[config.mk]
export PLATFORM = sky130hd
export DESIGN_NAME = pc_select_unit_flat
export DESIGN_NICKNAME = d
export VERILOG_FILES = /design/src/rtl/pc_select_unit_if.sv /design/src/rtl/pc_select_unit.sv /design/src/flat_wrapper.sv
export SDC_FILE = /design/constraint.sdc
export NUM_CORES = 1
export LEC_CHECK = 0
export BUFFER_PORTS_ARGS = -buffer_cell sky130_fd_sc_hd__buf_4
export CAP_MARGIN = 20
export CORE_MARGIN = 1.5
export CORE_UTILIZATION = 45
export CTS_CLUSTER_DIAMETER = 50
export CTS_CLUSTER_SIZE = 12
export DETAILED_ROUTE_END_ITERATION = 16
export GPL_TIMING_DRIVEN = 1
export HOLD_SLACK_MARGIN = 0.15
export PLACE_DENSITY = 0.86
export REMOVE_ABC_BUFFERS = 1
export SLEW_MARGIN = 25
export SYNTH_ARGS = -nofsm -noshare
export SYNTH_HDL_FRONTEND = slang
export SYNTH_SLANG_ARGS = --single-unit
[constraint.sdc]
create_clock -name clk -period 5 [get_ports clk]
set_clock_uncertainty 0.1 [all_clocks]
set_input_delay 0 -clock clk [delete_from_list [all_inputs] [get_ports clk]]
set_output_delay 0 -clock clk [all_outputs]
set_load 0.05 [all_outputs]
[src/rtl/pc_select_unit_if.sv]
// pc_select_unit_if: control/status bundle between the ID/EX control logic and the
// IF-stage PC selection unit.
//   master : driven by pipeline control (stall, sel, targets, call/return flags);
//            observes pc, pc_plus1, redirect and RAS status.
//   slave  : the pc_select_unit side.
// WIDTH and JUMP_FIELD must match the parameters of the attached pc_select_unit.
interface pc_select_unit_if #(
  parameter int unsigned WIDTH      = 16,
  parameter int unsigned JUMP_FIELD = 12
);
  logic                  stall;
  logic [1:0]            sel;
  logic [WIDTH-1:0]      base_pc;
  logic [JUMP_FIELD-1:0] jump_imm;
  logic [WIDTH-1:0]      branch_target;
  logic [WIDTH-1:0]      reg_target;
  logic                  is_call;
  logic                  is_return;
  logic [WIDTH-1:0]      pc;
  logic [WIDTH-1:0]      pc_plus1;
  logic                  redirect;
  logic                  ras_empty;
  logic                  ras_full;
  logic                  ras_underflow;

  modport master (
    output stall, sel, base_pc, jump_imm, branch_target, reg_target, is_call, is_return,
    input  pc, pc_plus1, redirect, ras_empty, ras_full, ras_underflow
  );

  modport slave (
    input  stall, sel, base_pc, jump_imm, branch_target, reg_target, is_call, is_return,
    output pc, pc_plus1, redirect, ras_empty, ras_full, ras_underflow
  );
endinterface

[src/rtl/pc_select_unit.sv]
// pc_select_unit: owns the IF-stage fetch PC and selects the next PC from sequential,
// branch, jump and register sources, with stall hold, a registered redirect pulse and an
// optional return-address stack (RAS).
//
// Optional feature macro: PC_SELECT_RAS_EN (defined -> RAS present; undefined -> no RAS,
// sel=11 always takes reg_target, RAS status outputs tied to empty/not-full/no-underflow).
//
// Ports:
//   clk   : clock, all state updates on rising edge
//   reset : synchronous, active-high reset
//   bus   : pc_select_unit_if.slave
//           in  stall, sel, base_pc, jump_imm, branch_target, reg_target, is_call, is_return
//           out pc (registered), pc_plus1 (comb), redirect (registered),
//               ras_empty, ras_full, ras_underflow (registered pulse)
module pc_select_unit #(
  parameter int unsigned     WIDTH      = 16,
  parameter int unsigned     JUMP_FIELD = 12,
  parameter int unsigned     RAS_DEPTH  = 4,
  parameter logic [WIDTH-1:0] RESET_PC  = '0
) (
  input logic              clk,
  input logic              reset,
  pc_select_unit_if.slave  bus
);

  logic [WIDTH-1:0] pc_q;
  logic [WIDTH-1:0] next_pc;
  logic [WIDTH-1:0] jump_pc;
  logic [WIDTH-1:0] reg_pc;
  logic             redirect_q;

  // Jump keeps the upper bits of the resolving instruction's PC.
  assign jump_pc = {bus.base_pc[WIDTH-1:JUMP_FIELD], bus.jump_imm};

`ifdef PC_SELECT_RAS_EN
  localparam int unsigned PtrW = $clog2(RAS_DEPTH);
  localparam int unsigned CntW = $clog2(RAS_DEPTH + 1);

  // ras_ptr_q is the next write slot; the top of stack lives at ras_ptr_q-1.
  logic [WIDTH-1:0] ras_mem [RAS_DEPTH];
  logic [PtrW-1:0]  ras_ptr_q;
  logic [PtrW-1:0]  top_idx;
  logic [CntW-1:0]  ras_cnt_q;
  logic             ras_underflow_q;
  logic             ras_nonempty;
  logic             ras_is_full;
  logic             push_req;
  logic             pop_req;
  logic [WIDTH-1:0] link_addr;

  assign top_idx      = ras_ptr_q - PtrW'(1);
  assign ras_nonempty = (ras_cnt_q != '0);
  assign ras_is_full  = (ras_cnt_q == CntW'(RAS_DEPTH));
  assign push_req     = !bus.stall && bus.is_call;
  assign pop_req      = !bus.stall && bus.is_return && (bus.sel == 2'b11);
  assign link_addr    = bus.base_pc + WIDTH'(1);
  assign reg_pc       = (bus.is_return && ras_nonempty) ? ras_mem[top_idx] : bus.reg_target;

  always_ff @(posedge clk) begin
    if (reset) begin
      ras_ptr_q       <= '0;
      ras_cnt_q       <= '0;
      ras_underflow_q <= 1'b0;
    end else begin
      // Call+return on an empty stack acts as a plain push, so no underflow there.
      ras_underflow_q <= pop_req && !push_req && !ras_nonempty;
      if (push_req && pop_req && ras_nonempty) begin
        // Top replaced in place: pointer and count unchanged.
      end else if (push_req) begin
        ras_ptr_q <= ras_ptr_q + PtrW'(1);
        if (!ras_is_full) begin
          ras_cnt_q <= ras_cnt_q + CntW'(1);
        end
      end else if (pop_req && ras_nonempty) begin
        ras_ptr_q <= top_idx;
        ras_cnt_q <= ras_cnt_q - CntW'(1);
      end
    end
  end

  // Entry storage needs no reset; a full-stack push lands on the oldest slot.
  always_ff @(posedge clk) begin
    if (!reset && push_req) begin
      if (pop_req && ras_nonempty) begin
        ras_mem[top_idx] <= link_addr;
      end else begin
        ras_mem[ras_ptr_q] <= link_addr;
      end
    end
  end

  assign bus.ras_empty     = !ras_nonempty;
  assign bus.ras_full      = ras_is_full;
  assign bus.ras_underflow = ras_underflow_q;
`else
  logic unused_ras;

  assign unused_ras        = ^{bus.is_call, bus.is_return, bus.base_pc[JUMP_FIELD-1:0]};
  assign reg_pc            = bus.reg_target;
  assign bus.ras_empty     = 1'b1;
  assign bus.ras_full      = 1'b0;
  assign bus.ras_underflow = 1'b0;
`endif

  always_comb begin
    next_pc = pc_q + WIDTH'(1);
    unique case (bus.sel)
      2'b00:   next_pc = pc_q + WIDTH'(1);
      2'b01:   next_pc = bus.branch_target;
      2'b10:   next_pc = jump_pc;
      2'b11:   next_pc = reg_pc;
      default: next_pc = pc_q + WIDTH'(1);
    endcase
  end

  always_ff @(posedge clk) begin
    if (reset) begin
      pc_q       <= RESET_PC;
      redirect_q <= 1'b0;
    end else if (!bus.stall) begin
      pc_q       <= next_pc;
      redirect_q <= (bus.sel != 2'b00);
    end else begin
      redirect_q <= 1'b0;
    end
  end

  assign bus.pc       = pc_q;
  assign bus.pc_plus1 = pc_q + WIDTH'(1);
  assign bus.redirect = redirect_q;

endmodule

[src/flat_wrapper.sv]
// flat-port wrapper written by rule: the top's interface ports become plain ports
module pc_select_unit_flat 
#(
  parameter int unsigned     WIDTH      = 16,
  parameter int unsigned     JUMP_FIELD = 12,
  parameter int unsigned     RAS_DEPTH  = 4,
  parameter logic [WIDTH-1:0] RESET_PC  = '0
)
  (clk, reset, bus_stall, bus_sel, bus_base_pc, bus_jump_imm, bus_branch_target, bus_reg_target, bus_is_call, bus_is_return, bus_pc, bus_pc_plus1, bus_redirect, bus_ras_empty, bus_ras_full, bus_ras_underflow);
  pc_select_unit_if #(.WIDTH(WIDTH), .JUMP_FIELD(JUMP_FIELD)) bus_i ();
  input logic clk;
  input logic reset;
  input wire logic [$bits(bus_i.stall)-1:0] bus_stall;
  input wire logic [$bits(bus_i.sel)-1:0] bus_sel;
  input wire logic [$bits(bus_i.base_pc)-1:0] bus_base_pc;
  input wire logic [$bits(bus_i.jump_imm)-1:0] bus_jump_imm;
  input wire logic [$bits(bus_i.branch_target)-1:0] bus_branch_target;
  input wire logic [$bits(bus_i.reg_target)-1:0] bus_reg_target;
  input wire logic [$bits(bus_i.is_call)-1:0] bus_is_call;
  input wire logic [$bits(bus_i.is_return)-1:0] bus_is_return;
  output wire logic [$bits(bus_i.pc)-1:0] bus_pc;
  output wire logic [$bits(bus_i.pc_plus1)-1:0] bus_pc_plus1;
  output wire logic [$bits(bus_i.redirect)-1:0] bus_redirect;
  output wire logic [$bits(bus_i.ras_empty)-1:0] bus_ras_empty;
  output wire logic [$bits(bus_i.ras_full)-1:0] bus_ras_full;
  output wire logic [$bits(bus_i.ras_underflow)-1:0] bus_ras_underflow;
  assign bus_i.stall = bus_stall;
  assign bus_i.sel = bus_sel;
  assign bus_i.base_pc = bus_base_pc;
  assign bus_i.jump_imm = bus_jump_imm;
  assign bus_i.branch_target = bus_branch_target;
  assign bus_i.reg_target = bus_reg_target;
  assign bus_i.is_call = bus_is_call;
  assign bus_i.is_return = bus_is_return;
  assign bus_pc = bus_i.pc;
  assign bus_pc_plus1 = bus_i.pc_plus1;
  assign bus_redirect = bus_i.redirect;
  assign bus_ras_empty = bus_i.ras_empty;
  assign bus_ras_full = bus_i.ras_full;
  assign bus_ras_underflow = bus_i.ras_underflow;
  pc_select_unit #(.WIDTH(WIDTH), .JUMP_FIELD(JUMP_FIELD), .RAS_DEPTH(RAS_DEPTH), .RESET_PC(RESET_PC)) u_core (.clk(clk), .reset(reset), .bus(bus_i));
endmodule
==> results of run 1 <==
[worst max-delay path, delay by kind of cell (launching register included)]
family,cells,cell delay (ns)
AOI/OAI and AO/OA,2,0.31
DFF,1,0.53
and+or+nand+nor,2,0.76
buffers and inverters,2,1.10
[flip-flops by register name, indices dropped and copies added (netlist names)]
register / count
u_core.bus.pc: 16
u_core.bus.redirect: 1
[cells by family (layout without fill, tap and decap cells)]
group / after synthesis / in the layout
simple gates: 57 / 57
compound gates: 49 / 49
buf+inv: 25 / 128
mux: 18 / 18
flops: 17 / 17
xor+xnor: 11 / 11
other cells: 2 / 3
fa+ha+maj: 1 / 1
[metrics by stage]
stage | setup slack, ns | util | instance area, um^2
2_1_floorplan | 2.415 | - | 1440
3_3_place_gp | 3.018 | 0.6820 | 2133
3_5_place_dp | 2.962 | 0.6820 | 2133
4_1_cts | 2.181 | 0.7864 | 2460
5_1_grt | 2.043 | 0.7864 | 2460
6_report | 2.155 | 0.7864 | 2460
[power by group]
part	internal, W	switching, W	total, W
Combinational	0.000104	0.000128	0.000232
Sequential	0.000145	0.0000181	0.000163
Clock	0.0000311	0.0000456	0.0000767
Total	0.000280	0.000192	0.000472
[layout by cell type (no fill, tap or decap), types with 2 or more instances in the layout]
cell type,Yosys,layout
and3_1,2,2
nor2_1,10,10
or4_1,2,2
mux2i_1,2,2
a21o_1,2,2
buf_4,3,85
xnor2_1,8,8
nor4_1,4,4
nor3_1,8,8
a22oi_1,4,4
nand2_1,7,7
conb_1,2,3
nand3_1,4,4
a221oi_1,8,8
mux4_2,3,3
a21oi_1,14,14
dfxtp_1,17,17
o31a_1,5,5
dlygate4sd3_1,0,30
xor2_1,3,3
nand4_1,2,2
or2_2,5,5
o32ai_1,2,2
o21ai_0,4,4
clkbuf_4,0,3
inv_1,9,9
a211oi_1,2,2
mux2_2,11,11
nand3_2,2,2
[cell type report]
type / count / area [um^2] / area share
tap: 44 / 55.05 / 0.02238
timing repair buffer: 115 / 938.4 / 0.3815
sequential: 17 / 340.3 / 0.1384
clock buffer: 4 / 26.28 / 0.01068
multi-input combinational: 139 / 1066 / 0.4334
inverter: 9 / 33.78 / 0.01373
[worst max path at each step]
stage	start	end	slack [ns]	cells past startpoint
after detailed placement	u_core.bus.pc[0]	bus_pc_plus1[14]	2.96	5
after CTS	u_core.bus.pc[4]	u_core.bus.pc[7]	2.18	6
after global routing	u_core.bus.pc[4]	u_core.bus.pc[7]	2.04	6
after floorplan	u_core.bus.pc[0]	bus_pc_plus1[12]	2.41	5
final	u_core.bus.pc[4]	u_core.bus.pc[7]	2.15	6
after global placement	u_core.bus.pc[0]	bus_pc_plus1[14]	3.02	5
[layer usage]
metal	share of wire	global-route usage	vias up	wire (um)
met5	0	0	-	0
met4	0.0057	0.07764	0	27
met3	0.072	0.04832	4	343
met2	0.52	0.4742	73	2461
met1	0.41	0.3018	833	1940
li1	-	-	893	-
==> flow_metrics.py, run 1 <==
metrics = {
    "yosys": {
        "synth_area_leader_cell": "dfxtp_1",
        "seq_area_frac_synth": 0.2235,
        "synth_top_family_by_area": "compound AO/OA/AOI/OAI gates",
        "synthXorXnorAreaFrac": 0.06327,
        "yosys-top-cells-area": "dfxtp_1 (22%), mux2_2 (8.1%), a21oi_1 (4.6%), a221oi_1 (4.6%), xnor2_1 (4.6%)",
        "synthFlopType": "dfxtp_1",
        "synth_top_area_frac": 0.2235,
        "mappedNetlistArea_um2": 1523,
        "ys_ff_latch": 17,
        "synth_enable_flop_cells": 0,
        "async_flop_share": 0,
        "synth_cell_type_count": 54,
        "synth-compound-area-share": 0.2334,
        "yosys_warnings": 0,
        "synthSimpleGateAreaFrac": 0.2243,
        "synth_most_common_cell": "dfxtp_1",
        "synthAdderAreaFrac": 0.008217,
        "synthCells": 180,
        "avgSynthCellArea_um2": 8.460,
        "ys_top_cells_by_count": "dfxtp_1 (17), a21oi_1 (14), mux2_2 (11)",
        "synth_mux_area_frac": 0.1635,
    },
    "power_and_ir_drop": {
        "p_per_area_nw_per_um2": 192.0,
        "ir_drop_mv": 0.1291,
        "finalPower_w": 0.0004724,
        "p_leak_nw": 1.062,
    },
    "sta": {
        "rsz0062_at_grt": "false",
        "setup_violations": 0,
        "fin_hold_ws_ns": 0.1510,
        "fin_crit_ns": 2.845,
        "slew-limit-headroom": 0.3317,
        "report.final.slew_viol_count": 0,
        "fin_crit_sh": 0.5690,
        "fin_tns_setup_ns": 0,
        "fmax_ghz": 0.3515,
        "hold_violations": 0,
        "tightest_slew_ns": 1.000,
    },
    "floorplan": {
        "die-area_um2": 3742,
        "die_w_um": 61.17,
        "rows": 20,
        "fp.dieH_um": 61.17,
        "ios": 103,
        "core_area_um2": 3128,
        "initial_core_util": 0.4868,
    },
    "grt": {
        "grt_pass1_wl_mm": 7.251,
        "grtUsageTotal": 0.2581,
        "grt_pass1_vias": 1664,
        "grt_overflow": 0,
        "grt_antenna_before_repair": 0,
        "grt_max_degree": 32,
    },
    "place": {
        "dpl.cell_count": 294,
        "hpwl_mm": 3.124,
        "port_buffers": 85,
        "gp_congestion": 0.8093,
    },
    "critical_path": {
        "endpoint_kind": "register",
        "rrSetupSlack_ns": 2.15,
        "critPathSlowestCell": "dlygate4sd3_1",
        "path_class": "register to register",
        "rr_startpoint": "u_core.bus.pc[4]",
        "critical_path.cell_chain": "nand3_2, or4_1, a21o_1, dlygate4sd3_1, a21oi_1, dlygate4sd3_1",
        "slowest_delay_ns": 0.55,
        "cpMostUsedCell": "dlygate4sd3_1",
        "cp-start-kind": "register",
        "critPathMaxFanout": 10,
        "reg2reg_depth": 6,
        "worstPathRequired_ns": 5.15,
        "r2r-end": "u_core.bus.pc[7]",
        "cp.arrival_ns": 2.99,
    },
    "flow_run": {
        "max_cap_violations": 0,
    },
    "final_layout": {
        "layout-drive-gt1-share": 0.4049,
        "fin_nets": 353,
        "stdcell_count": 328,
        "antennaDiodeCount": 0,
        "fillers": 241,
        "area_growth_pct": 61.54,
    },
    "cts": {
        "clk_latency_ns": 0.29,
        "postCtsSetupRepairBufs": 0,
        "cts.sinks": 17,
        "clock_path_buffers": 2,
        "cts_max_level": 1,
        "clkTransAtPathRegs_ns": 0.10,
        "cts-root-buf": "clkbuf_4",
        "ctsHoldBuffers": 30,
        "cts_tree": "done",
        "cts_buffers": 3,
        "cts_resized": 0,
    },
    "worst_hold_path": {
        "hold_class": "input port to register",
        "hp-start": "bus_branch_target[10]",
        "hold_path_end": "u_core.bus.pc[10]",
        "min_path_cells": 4,
    },
    "routing": {
        "drt-initial-drc-count": 66,
        "drc": 0,
        "wirelength_mm": 4.773,
        "wl_per_cell_um": 14.55,
        "via_per_inst": 5.497,
        "ant_nets": 0,
        "first_pass_iters": 4,
        "via_count": 1803,
    },
    "status": {
        "outcome": "completed",
    },
}
No activity file was read; power rests on OpenSTA's default activity.
==> run 2: changes to the inputs <==
Settings changed: ABC_AREA set to 1, CORE_UTILIZATION 45 to 37, PLACE_DENSITY 0.86 to 0.77.
Clock period 5 ns to 2.35 ns, I/O delays scaled along.
==> flow_metrics.py, run 2 <==
metrics = {
    "final_layout": {
        "final_util": 0.6910,
        "largest_reg_flops": 16,
        "fillers": 302,
        "layout_common_cells": "buf_4 (85), nand2_1 (83), dlygate4sd3_1 (42)",
        "antennaDiodeCount": 0,
        "fin_nets": 419,
        "layout_commonest_cell": "buf_4",
        "layout-drive-gt1-share": 0.3229,
        "area_growth_pct": 78.31,
    },
    "floorplan": {
        "rows": 22,
        "ios": 103,
        "initial_core_util": 0.3876,
        "fp.dieH_um": 64.93,
        "die_w_um": 64.93,
        "core_area_um2": 3661,
        "die-area_um2": 4215,
    },
    "critical_path": {
        "endpoint_kind": "register",
        "path_class": "input port to register",
        "crit_family": "buffers and inverters",
        "critPathSlowestCell": "dlygate4sd3_1",
        "critical_path.cell_chain": "buf_4, inv_1, dlygate4sd3_1, nand2_1, nand4_1, dlygate4sd3_1, o211ai_1, dlygate4sd3_1, nand2_1",
        "cp.buffers_inverters": 5,
        "cpMostUsedCell": "dlygate4sd3_1",
        "rr_startpoint": "u_core.bus.pc[1]",
        "cp-start-kind": "input port",
        "worstPathRequired_ns": 2.40,
        "critPathLaunch": "bus_sel[0]",
        "critPathMaxFanout": 4,
        "cp.arrival_ns": 2.20,
        "slowest_delay_ns": 0.57,
    },
    "routing": {
        "drc": 0,
        "ant_nets": 0,
        "via_per_inst": 4.827,
        "drt-initial-drc-count": 46,
        "wl_per_cell_um": 11.96,
        "first_pass_iters": 4,
        "via_count": 1921,
        "wirelength_mm": 4.760,
    },
    "yosys": {
        "synth_enable_flop_cells": 0,
        "synthFlopType": "dfxtp_1",
        "yosys-top-cells-area": "dfxtp_1 (24%), nand2_1 (22%), a211oi_1 (5.8%), o21ai_0 (5.6%), a21oi_1 (4.2%)",
        "ys_top_cells_by_count": "nand2_1 (83), dfxtp_1 (17), inv_1 (16), o21ai_0 (16), a21oi_1 (12)",
        "synth_most_common_cell": "nand2_1",
        "synthCells": 228,
        "seq_area_frac_synth": 0.2399,
        "avgSynthCellArea_um2": 6.223,
        "async_flop_share": 0,
        "synth_cell_type_count": 30,
        "synth_area_leader_cell": "dfxtp_1",
        "mappedNetlistArea_um2": 1419,
        "yosys_warnings": 0,
        "synth_top_area_frac": 0.2399,
        "ys_ff_latch": 17,
    },
    "cts": {
        "cts_resized": 0,
        "clock_path_buffers": 2,
        "cts_tree": "done",
        "cts-root-buf": "clkbuf_8",
        "ctsHoldBuffers": 42,
        "cts_max_level": 1,
        "postCtsSetupRepairBufs": 0,
        "clkTransAtPathRegs_ns": 0.07,
        "clk_latency_ns": 0.25,
        "cts_buffers": 3,
        "cts.sinks": 17,
    },
    "sta": {
        "setup_violations": 0,
        "fin_crit_sh": 0.9127,
        "fin_crit_ns": 2.145,
        "rsz0062_at_grt": "false",
        "fin_hold_ws_ns": 0.1819,
        "hold_violations": 0,
        "slew-limit-headroom": 0.5883,
        "fmax_ghz": 0.4662,
        "fin_tns_setup_ns": 0,
        "tightest_slew_ns": 0.6169,
        "fin_ws_ns": 0.2051,
        "report.final.slew_viol_count": 0,
    },
    "flow_run": {
        "max_cap_violations": 0,
    },
    "power_and_ir_drop": {
        "ir_drop_mv": 0.1840,
        "internal_power_w": 0.0006401,
        "finalPower_w": 0.001061,
        "comb_power_share": 0.467,
        "p_leak_nw": 1.219,
        "pwr-share-seq": 0.324,
        "switching_power_w": 0.0004205,
        "p_per_area_nw_per_um2": 419.2,
        "swShare": 0.3965,
        "clkPwrFrac": 0.209,
    },
    "status": {
        "outcome": "completed",
    },
    "worst_hold_path": {
        "hold_class": "input port to register",
        "hp-start": "bus_sel[1]",
    },
    "grt": {
        "grt_pass1_wl_mm": 8.155,
        "grt_pass1_vias": 1867,
        "grtUsageTotal": 0.2421,
        "grt_overflow": 0,
        "grt_max_degree": 17,
        "grt_antenna_before_repair": 0,
    },
    "place": {
        "gp_congestion": 0.7738,
        "dp_slack_ns": 0.7732,
        "hpwl_mm": 3.272,
        "port_buffers": 85,
    },
}
==> run 2: power by group through the flow <==
stage	Clock [W]	Combinational [W]	Sequential, W
2_1_floorplan	0	0.000190	0.000415
3_3_place_gp	0	0.000420	0.000347
3_5_place_dp	0	0.000422	0.000349
4_1_cts	0.000223	0.000489	0.000343
5_1_grt	0.000237	0.000529	0.000347
6_report	0.000222	0.000496	0.000343
==> run 2: final timing paths <==
path                           end  cells after the start  slack (ns)
setup / recovery  u_core.bus.pc[4]                      9        0.21
hold / removal    u_core.bus.pc[3]                      5        0.18
setup reg to reg  u_core.bus.pc[6]                      7        0.24
hold reg to reg   u_core.bus.pc[4]                      2        0.46
==> run 2: worst min-delay path: cells and delay by family <==
kind | cells | cell delay [ns]
compound gates | 1 | 0.15
simple gates | 2 | 0.20
buf+inv | 2 | 0.15
==> run 2: logic make-up (layout without fill, tap and decap cells) <==
group | Yosys count | after routing | share of synthesized area
and+or+nand+nor | 129 | 129 | 0.4145
AOI/OAI and AO/OA | 45 | 45 | 0.1878
buffers and inverters | 27 | 148 | 0.08465
DFF | 17 | 17 | 0.2399
xor gates and xnor gates | 7 | 7 | 0.05909
other | 2 | 3 | 0.005293
adders and majority gates | 1 | 1 | 0.008817
==> run 2: layout make-up <==
cell class	instances	area, um^2	area share
Inverter	17	63.81	0.02522
Timing Repair Buffer	127	1059	0.4184
Multi-Input combinational cell	185	962.2	0.3803
Clock buffer	4	45.04	0.01780
Tap cell	48	60.06	0.02374
Sequential cell	17	340.3	0.1345
==> run 2: routing by layer <==
layer  wire length, um  up-vias  track usage  part of all wire
met5                 0        -            0                 0
met4               112        0      0.08777             0.024
met3               283       11      0.02951             0.059
met2              2364       74       0.4369              0.50
met1              1999      848       0.2918              0.42
li1                  -      988            -                 -
==> run 2: through the flow <==
step                std cells  instance area (um^2)
detailed placement        352                  2064
CTS                       398                  2530
global route              398                  2530
floorplan                 219                  1366
finish                    398                  2530
global placement          352                  2064
==> run 3: changes to the inputs <==
Settings changed: ABC_AREA 1 to not set, CORE_UTILIZATION 37 to 38, RECOVER_POWER set to 100.
==> flow_metrics.py, run 3 (synthesis gave the netlist of run 1 again) <==
metrics = {
    "floorplan": {
        "fp.dieH_um": 66.30,
        "rows": 22,
        "initial_core_util": 0.4068,
        "die_w_um": 66.30,
        "core_area_um2": 3744,
        "ios": 103,
        "die-area_um2": 4396,
    },
    "final_layout": {
        "layout_common_cells": "buf_4 (57), clkbuf_1 (22), dlygate4sd3_1 (17)",
        "area_growth_pct": 49.63,
        "fin_nets": 342,
        "final_util": 0.6086,
        "layout-drive-gt1-share": 0.3626,
        "stdcell_count": 321,
        "layout_commonest_cell": "buf_4",
        "antennaDiodeCount": 0,
        "largest_reg_flops": 16,
    },
    "power_and_ir_drop": {
        "finalPower_w": 0.001013,
        "p_leak_nw": 0.9342,
        "p_per_area_nw_per_um2": 444.6,
        "ir_drop_mv": 0.2320,
    },
    "sta": {
        "report.final.slew_viol_count": 0,
        "slew-limit-headroom": 0.5735,
        "rsz0062_at_grt": "false",
        "fin_hold_ws_ns": 0.1582,
        "fmax_ghz": 0.4531,
        "hold_violations": 0,
        "fin_crit_sh": 0.9391,
        "tightest_slew_ns": 0.6308,
        "fin_ws_ns": 0.1432,
        "setup_violations": 0,
        "fin_crit_ns": 2.207,
    },
    "cts": {
        "cts.sinks": 17,
        "cts_buffers": 3,
        "postCtsSetupRepairBufs": 0,
        "clock_path_buffers": 2,
        "clkTransAtPathRegs_ns": 0.07,
        "cts_tree": "done",
        "cts-root-buf": "clkbuf_8",
        "cts_max_level": 1,
        "clk_latency_ns": 0.25,
    },
    "place": {
        "port_buffers": 85,
        "hpwl_mm": 3.257,
        "gp_congestion": 0.7944,
        "dpl.cell_count": 300,
        "dp_slack_ns": 0.3612,
    },
    "routing": {
        "wirelength_mm": 4.737,
        "via_count": 1781,
        "drt-initial-drc-count": 132,
        "wl_per_cell_um": 14.76,
        "first_pass_iters": 4,
        "ant_nets": 0,
        "via_per_inst": 5.548,
        "drc": 0,
    },
    "grt": {
        "grt_antenna_before_repair": 0,
        "grt_max_degree": 32,
        "grt_pass1_wl_mm": 7.334,
        "grt_overflow": 0,
        "grtUsageTotal": 0.2136,
        "grt_pass1_vias": 1635,
    },
    "critical_path": {
        "cp.buffers_inverters": 1,
        "rrSetupSlack_ns": 0.14,
        "critPathMaxFanout": 10,
        "critical_path.cell_chain": "nand3_2, or4_1, a21o_1, a21oi_1, dlygate4sd3_1",
        "worstPathRequired_ns": 2.44,
        "path_class": "register to register",
        "crit_family": "simple AND/OR/NAND/NOR gates",
        "cp.arrival_ns": 2.30,
        "critPathSlowestCell": "dlygate4sd3_1",
        "endpoint_kind": "register",
        "cp-start-kind": "register",
        "slowest_delay_ns": 0.56,
    },
    "flow_run": {
        "max_cap_violations": 0,
    },
    "status": {
        "outcome": "completed",
    },
    "worst_hold_path": {
        "hold_class": "input port to register",
    },
}
run 3: cell types whose count changed in the layout (fill, tap and decap cells not counted), moves of 7 or more:
cell           previous run  this run
nand2_1                  83         7
buf_4                    85        57
dlygate4sd3_1            42        17
clkbuf_1                  1        22
o21ai_0                  16         4
mux2_2                    0        11
a211oi_1                 11         2
a221oi_1                  0         8
inv_1                    16         9
nand2_2                   7         0
nor3_1                    0         7
xnor2_1                   1         8
run 3: tightest hold or removal path: stages:
cell and delay, ns:
buf_4 0.07, mux4_2 0.21, nand2b_1 0.05, a21oi_1 0.13
run 3: metrics by stage:
stage | TNS, ns | instance area [um^2]
floorplan | -0.4439 | 1440
global placement | 0 | 2153
detailed placement | 0 | 2153
CTS | 0 | 2369
global route | 0 | 2278
finish | 0 | 2278
run 3: area by class of cell:
cell class | instances | area (um^2)
flip-flops and latches | 17 | 344.1
fillers | 390 | 1465
well taps | 48 | 60.06
inverters | 9 | 33.78
repair buffers | 104 | 724.4
clock buffers | 4 | 45.04
multi-input cells | 139 | 1071
run 3: layer usage:
metal / track usage / wire, um / part of all wire
met2: 0.3763 / 2298 / 0.49
met4: 0.03316 / 31 / 0.0065
met1: 0.2825 / 1990 / 0.42
met5: 0 / 0 / 0
met3: 0.02555 / 416 / 0.088
run 3: worst paths after layout:
kind / startpoint / end / depth (start not counted)
setup / recovery: u_core.bus.pc[5] / u_core.bus.pc[7] / 5
hold / removal: bus_reg_target[0] / u_core.bus.pc[0] / 4
setup reg to reg: u_core.bus.pc[5] / u_core.bus.pc[7] / 5
hold reg to reg: u_core.bus.pc[10] / u_core.bus.pc[10] / 2
run 3: repair_timing:
action | CTS | global route
hold buffers | 17 | 0
endpoints found under the setup margin | 0 | 3
hold endpoints to repair | 16 | 0
resized for setup | 0 | 5
run 3: where the power goes:
| group | switching (W) | total, W | leakage (nW) | internal (W) |
|---|---|---|---|---|
| Combinational | 0.000272 | 0.000447 | 0.770 | 0.000175 |
| Clock | 0.0000988 | 0.000219 | 0.0228 | 0.000120 |
| Sequential | 0.0000366 | 0.000347 | 0.141 | 0.000310 |
